File: config.mk
export PLATFORM = sky130hd
export DESIGN_NAME = uart_rx
export DESIGN_NICKNAME = d
export VERILOG_FILES = /design/src/rtl/uart_rx.sv
export SDC_FILE = /design/constraint.sdc
export NUM_CORES = 1
export LEC_CHECK = 0
export ABC_AREA = 1
export ABC_CLOCK_PERIOD_IN_PS = 1700
export BUFFER_PORTS_ARGS = -buffer_cell sky130_fd_sc_hd__buf_2
export CAP_MARGIN = 5
export CORE_ASPECT_RATIO = 0.7
export CORE_MARGIN = 4
export CORE_UTILIZATION = 50
export CTS_CLUSTER_DIAMETER = 30
export DETAILED_ROUTE_END_ITERATION = 6
export PLACE_DENSITY = 0.7
export SETUP_SLACK_MARGIN = 0.5
export SYNTH_ARGS = -nofsm -noshare
export SYNTH_HDL_FRONTEND = slang
export SYNTH_SLANG_ARGS = --single-unit
export TNS_END_PERCENT = 50
File: constraint.sdc
create_clock -name clk -period 1.7 [get_ports clk]
set_input_delay 0.085 -clock clk [delete_from_list [all_inputs] [get_ports clk]]
set_output_delay 0.085 -clock clk [all_outputs]
set_load 0.02 [all_outputs]
File: src/rtl/uart_rx.sv
// UART receiver: two-flop synchronized line, mid-bit sampling, framing-error
// and overrun reporting, with all outputs registered.
module uart_rx #(
  parameter int DATA_WIDTH  = 8,
  parameter int BAUD_PERIOD = 15
) (
  input  logic                  clk,
  input  logic                  rst_l,
  input  logic                  rx,
  input  logic                  clr_rdy,
  output logic [DATA_WIDTH-1:0] rx_data,
  output logic                  rdy,
  output logic                  frm_err,
  output logic                  overrun
);

  localparam int CNT_W = $clog2(BAUD_PERIOD + 1) + 1;
  localparam int BIT_W = $clog2(DATA_WIDTH + 1);
  localparam logic [CNT_W-1:0] BAUD_FULL = CNT_W'(BAUD_PERIOD);
  localparam logic [CNT_W-1:0] BAUD_HALF = CNT_W'(BAUD_PERIOD / 2);
  localparam logic [BIT_W-1:0] BIT_LAST  = BIT_W'(DATA_WIDTH - 1);

  typedef enum logic [1:0] {
    S_IDLE  = 2'd0,
    S_START = 2'd1,
    S_DATA  = 2'd2,
    S_STOP  = 2'd3
  } state_t;

  logic                  r_rx_meta;
  logic                  r_rx_s;
  state_t                r_state;
  logic [CNT_W-1:0]      r_baud;
  logic [BIT_W-1:0]      r_bit;
  logic [DATA_WIDTH-1:0] r_shift;
  logic [DATA_WIDTH-1:0] r_rx_data;
  logic                  r_rdy;
  logic                  r_frm_err;
  logic                  r_overrun;

  state_t                w_state;
  logic [CNT_W-1:0]      w_baud;
  logic [BIT_W-1:0]      w_bit;
  logic [DATA_WIDTH-1:0] w_shift;
  logic [DATA_WIDTH-1:0] w_rx_data;
  logic                  w_rdy;
  logic                  w_frm_err;
  logic                  w_overrun;

  // Two-flop synchronizer; idles high so reset never looks like a start bit.
  always_ff @(posedge clk or negedge rst_l) begin
    if (!rst_l) begin
      r_rx_meta <= 1'b1;
      r_rx_s    <= 1'b1;
    end else begin
      r_rx_meta <= rx;
      r_rx_s    <= r_rx_meta;
    end
  end

  // State and output registers.
  always_ff @(posedge clk or negedge rst_l) begin
    if (!rst_l) begin
      r_state   <= S_IDLE;
      r_baud    <= '0;
      r_bit     <= '0;
      r_shift   <= '0;
      r_rx_data <= '0;
      r_rdy     <= 1'b0;
      r_frm_err <= 1'b0;
      r_overrun <= 1'b0;
    end else begin
      r_state   <= w_state;
      r_baud    <= w_baud;
      r_bit     <= w_bit;
      r_shift   <= w_shift;
      r_rx_data <= w_rx_data;
      r_rdy     <= w_rdy;
      r_frm_err <= w_frm_err;
      r_overrun <= w_overrun;
    end
  end

  // Next-state and output logic; a completion in STOP overrides clr_rdy.
  always_comb begin
    w_state   = r_state;
    w_baud    = r_baud + CNT_W'(1);
    w_bit     = r_bit;
    w_shift   = r_shift;
    w_rx_data = r_rx_data;
    w_rdy     = clr_rdy ? 1'b0 : r_rdy;
    w_frm_err = r_frm_err;
    w_overrun = clr_rdy ? 1'b0 : r_overrun;

    case (r_state)
      S_IDLE: begin
        w_baud = '0;
        if (!r_rx_s) begin
          w_state = S_START;
        end else begin
          w_state = S_IDLE;
        end
      end
      S_START: begin
        if (r_baud == BAUD_HALF) begin
          w_baud = '0;
          w_bit  = '0;
          if (r_rx_s) begin
            w_state = S_IDLE;
          end else begin
            w_state = S_DATA;
          end
        end else begin
          w_state = S_START;
        end
      end
      S_DATA: begin
        if (r_baud == BAUD_FULL) begin
          w_baud  = '0;
          w_shift = {r_rx_s, r_shift[DATA_WIDTH-1:1]};
          w_bit   = r_bit + BIT_W'(1);
          if (r_bit == BIT_LAST) begin
            w_state = S_STOP;
          end else begin
            w_state = S_DATA;
          end
        end else begin
          w_state = S_DATA;
        end
      end
      S_STOP: begin
        if (r_baud == BAUD_FULL) begin
          w_state = S_IDLE;
          w_baud  = '0;
          if (r_rx_s) begin
            w_rx_data = r_shift;
            w_rdy     = 1'b1;
            w_frm_err = 1'b0;
            w_overrun = r_rdy & ~clr_rdy;
          end else begin
            w_frm_err = 1'b1;
          end
        end else begin
          w_state = S_STOP;
        end
      end
      default: begin
        w_state = S_IDLE;
        w_baud  = '0;
      end
    endcase
  end

  assign rx_data = r_rx_data;
  assign rdy     = r_rdy;
  assign frm_err = r_frm_err;
  assign overrun = r_overrun;

endmodule

Yosys cells after proc, flatten, opt, wreduce, memory -nomap -nowiden:

Cells that the tools add are included.
Widths: inputs -> output; s select.

* mux-type cells: 22
* equal/unequal tests: 8
* multiply operators: 0
* bitwise operators: 2
* shift operators: 0
* magnitude comparators: 0
* reduce and logical (&&, ||, !) cells: 7
* div/mod/pow operators: 0
* add/sub/neg operators: 2

Operators by type and width (number)
* $pmux 5 s3: 1
* $mux 1: 11
* $mux 5: 2
* $mux 2: 4
* $mux 4: 2
* $pmux 2 s4: 1
* $pmux 4 s2: 1
* $reduce_and 3->1: 2
* $add 5x1->5 const B: 1
* $eq 5x3->1 const B: 1
* $eq 5x4->1 const B: 1
* $add 4x1->4 const B: 1
* $eq 2x2->1 const B: 2
* $eq 4x3->1 const B: 1
* $ne 2x2->1 const B: 2
* $reduce_and 2->1: 2
* $eq 2x1->1 const B: 1
* $logic_not 2->1: 1
* $reduce_bool 2->1: 1
* $reduce_or 2->1: 1
* $and 1x1->1: 1
* $not 1->1: 1

* register bits: 32
* output and inout port bits: 11
* memory bits (writable): 0
* memories: 0
* bits in latches: 0
* word-level logic and storage cells: 51
* memory bits (read-only): 0

Longest topological paths before layout:

* word-level depth: 5
* mapped depth: 8

Least setup slack after synthesis:

Ideal clock, no wire load.

* kind: reg-to-reg
* from: reg r_baud[0]
* to: reg r_shift[6]
* stages on the path, launching flop included: 8
* library setup time: 0.118 ns
* data arrival time: 1.175 ns
* slack: 0.407 ns
* required time: 1.582 ns
* clock period less this slack: 1.293 ns
* cells stage by stage: dfrtp_1 > ha_1 > nand2_1 > nor2_1 > nand3_2 > buf_4 > nand2_1 > o21ai_2

* word-level cells in the longest chain between the ends: 2

Ends and longest elaborated chain
* from (decl): line 33 `logic [CNT_W-1:0] r_baud;`
* from (signal assigned): line 74 `r_baud <= w_baud;`
* $eq 5x4->1: line 118 `if (r_baud == BAUD_FULL) begin`
* $reduce_and 2->1 (no source line)
* to (signal assigned): line 76 `r_shift <= w_shift;`
* to (decl): line 35 `logic [DATA_WIDTH-1:0] r_shift;`

Every way passes these cells.
A chain may end at the register's enable or synchronous reset.

Worst setup path in the final report:

* from: reg r_baud[1]
* to: reg r_bit[0]

* word-level cells in the longest chain between the ends: 3
* elaborated cells on any way between the ends: 5
* those cells by class: eq/ne (4); reduce/logical (1)

Ends and longest elaborated chain
* $eq 5x4->1 or $eq 5x3->1 (tied branches): line 118, 105
* $ne 2x2->1 (no source line)
* $reduce_and 3->1 (no source line) (*)
* to (signal assigned): line 75 `r_bit <= w_bit;`
* to (decl): line 34 `logic [BIT_W-1:0] r_bit;`

Mark *: on every way between the ends. The rest lies on a longest branch, timed or not.

==> impl_metrics.tcl <==
set metrics [dict create \
    setup_viol 0 \
    peakVddDrop_v 0.0008177 \
    post_drt_wl_per_cell_um 13.43 \
    drc_errors 0 \
    io-pin-count 15 \
    ys_ff_latch 32 \
    critPathRequiredTime_ns 1.88 \
    netlist_area_mm2 0.001400 \
    antenna_found_initial 0 \
    yosysWarnings 0 \
    hold_path_class "input port to flip-flop" \
    grt_max_degree 33 \
    path_clk_slew_ns 0.07 \
    layout_common_cells "56 x nand2_1, 30 x dfrtp_1, 14 x buf_2, 13 x inv_1, 8 x nor2_1" \
    path_cells "ha_4, nand2_4, nor2_4, nand3_4, nand2_4, nand2_4, nand2_1, nand2_1" \
    grt-ovfl-total 0 \
    grt_pass1_vias 1157 \
    place_ws_ns 0.1613 \
    end_kind "flip-flop" \
    yosys.area.top_type "dfrtp_1" \
    core_mm2 0.002571 \
    grt_use_total_pct 18.79 \
    fin_worst_skew_ns 0.01029 \
    synthCells 156 \
    crit_top_cell "nand2_4" \
    netlist_top_cells_area "dfrtp_1 54%, nand2_1 17%, dfstp_2 3.8%" \
    fin_area_mm2 0.001853 \
    ant_nets 0 \
    cts_tree "yes" \
    syn-num-nets 163 \
    critPathMaxFanout 7 \
    fmax_mhz 726.7 \
    cp-start-kind "flip-flop" \
    finalPower_uw 2235 \
    final-max-slew-violation-count 0 \
    worst_slack_ns 0.3239 \
    clock-sinks 32 \
    drt_first_pass_iters 4 \
    synth_cell_types 22 \
    slowest_delay_ns 0.40 \
    cts_buffers 5 \
    synth_area_per_cell_um2 8.975 \
    maxCapViolations 0 \
    final_common_cell "nand2_1" \
    hpwl_mm 1.803 \
    outcome "completed" \
    port_buffers 14 \
    num_vias 1114 \
    path_delay_family "simple AND/OR/NAND/NOR gates" \
    grt_setup_unrepaired "yes" \
    root_buffer "clkbuf_8" \
    final_layout_size_suffix_gt1_share_pct 33.16 \
    hold_violations 0 \
    period_needed_ns 1.376 \
    p_leak_uw 0.0009947 \
    vias_per_cell 4.973 \
    critical-path-slowest-cell "dfrtp_1" \
    num_rows 15 \
    crit_arrival_ns 1.56 \
    crit_type "flip-flop to flip-flop" \
    fillers 190 \
    die_w_um 71.25 \
    first_iter_violations 24 \
    start_util_pct 54.45 \
    p_per_area_mw_per_mm2 1206 \
    yosysSeqAreaShare_pct 57.37 \
    insertion_delay_ns 0.29 \
    area_growth_pct 32.35 \
    critPathBufInv 0 \
    cts_buffer_depth 2 \
    final.setup.tns_ns 0 \
    diodes 0 \
    finalCritPeriodShare_pct 80.95 \
    htree_levels 2 \
    place_area_mm2 0.001504 \
    grt_pass1_wl_mm 5.216 \
    maxSlewHeadroom_pct 53.24 \
    worst_hold_slack_ns 0.06539 \
    die_h_um 52.28 \
    place_congestion 0.7914 \
    num-nets-final 196 \
    die-area_mm2 0.003724 \
    synth_top_cell_area_share_pct 53.62 \
    worst_pin_slew_ns 0.7015 \
    routed_wl_mm 3.008 \
]
-- synth_stat cells (all sizes together) --
library cell   n
o21ai          6
nand4          4
or2            2
a21oi          2
inv           15
dfstp          2
nor3           1
nand2         66
nand3         10
nor2          12
ha             3
buf            2
nor3b          1
dfrtp         30
-- registers in the layout (all words and copies together) (netlist names) --
| name | cells |
|---|---|
| frm_err | 1 |
| overrun | 1 |
| rdy | 1 |
| r_baud | 5 |
| r_rx_meta | 1 |
| r_bit | 4 |
| r_rx_s | 1 |
| r_shift | 8 |
| rx_data | 8 |
| r_state | 2 |
-- cell type report --
type                    count  area [um2]  share of cell area (%)
clock inverters             1       30.03                   1.621
repair buffers             27       187.7                   10.13
well taps                  34       42.54                   2.296
multi-input cells         108       631.9                   34.10
clock buffers               7       96.34                   5.199
flip-flops and latches     32       803.3                   43.35
inverters                  15       61.31                   3.309
-- tightest hold or removal path, delay by kind of cell --
kind,cells,cell delay [ns]
buffers and inverters,2,0.11
AND/OR/NAND/NOR,2,0.11
-- power by group --
group | switching (uW) | internal [uW]
Combinational | 315 | 237
Sequential | 71.4 | 818
Clock | 277 | 517
-- logic make-up after synthesis --
logic type | share of synthesized area (%)
AND/OR/NAND/NOR | 30.92
flip-flops | 57.37
buffers and inverters | 5.362
AO/OA/AOI/OAI | 3.664
adder cells (fa/ha/maj) | 2.681
-- per-stage QoR --
step,utilization (%),std cells
6_report,72.07,224
5_1_grt,72.07,224
3_3_place_gp,58.49,202
4_1_cts,69.25,223
2_1_floorplan,-,156
3_5_place_dp,58.49,202
-- per-layer routing --
metal	wire length, um	global-route usage, %	up-vias
met5	0	0	-
met4	43	5.938	0
met3	199	6.897	5
met2	1412	30.18	36
met1	1353	23.74	514
li1	-	-	559
-- path summary, 6_finish.rpt --
kind                            slack, ns  cells past startpoint          to  startpoint
worst max register to register       0.32                      8    r_bit[0]   r_baud[1]
min in group asynchronous            0.39                      2  rx_data[2]       rst_l
worst max-delay path                 0.32                      8    r_bit[0]   r_baud[1]
worst min-delay path                 0.07                      4     overrun     clr_rdy
worst min register to register       0.36                      0      r_rx_s   r_rx_meta
max in group asynchronous            0.86                      2   r_baud[3]       rst_l
-- repair_timing --
item	4_1_cts	5_1_grt
pin swaps	2	9
endpoints found under the hold margin	31	0
buffers inserted	10	1
gates resized for setup	11	18
hold buffers	2	0
gates cloned	1	0
endpoints found under the setup margin	29	29
Note: power is estimated with default switching activity, not from simulation.
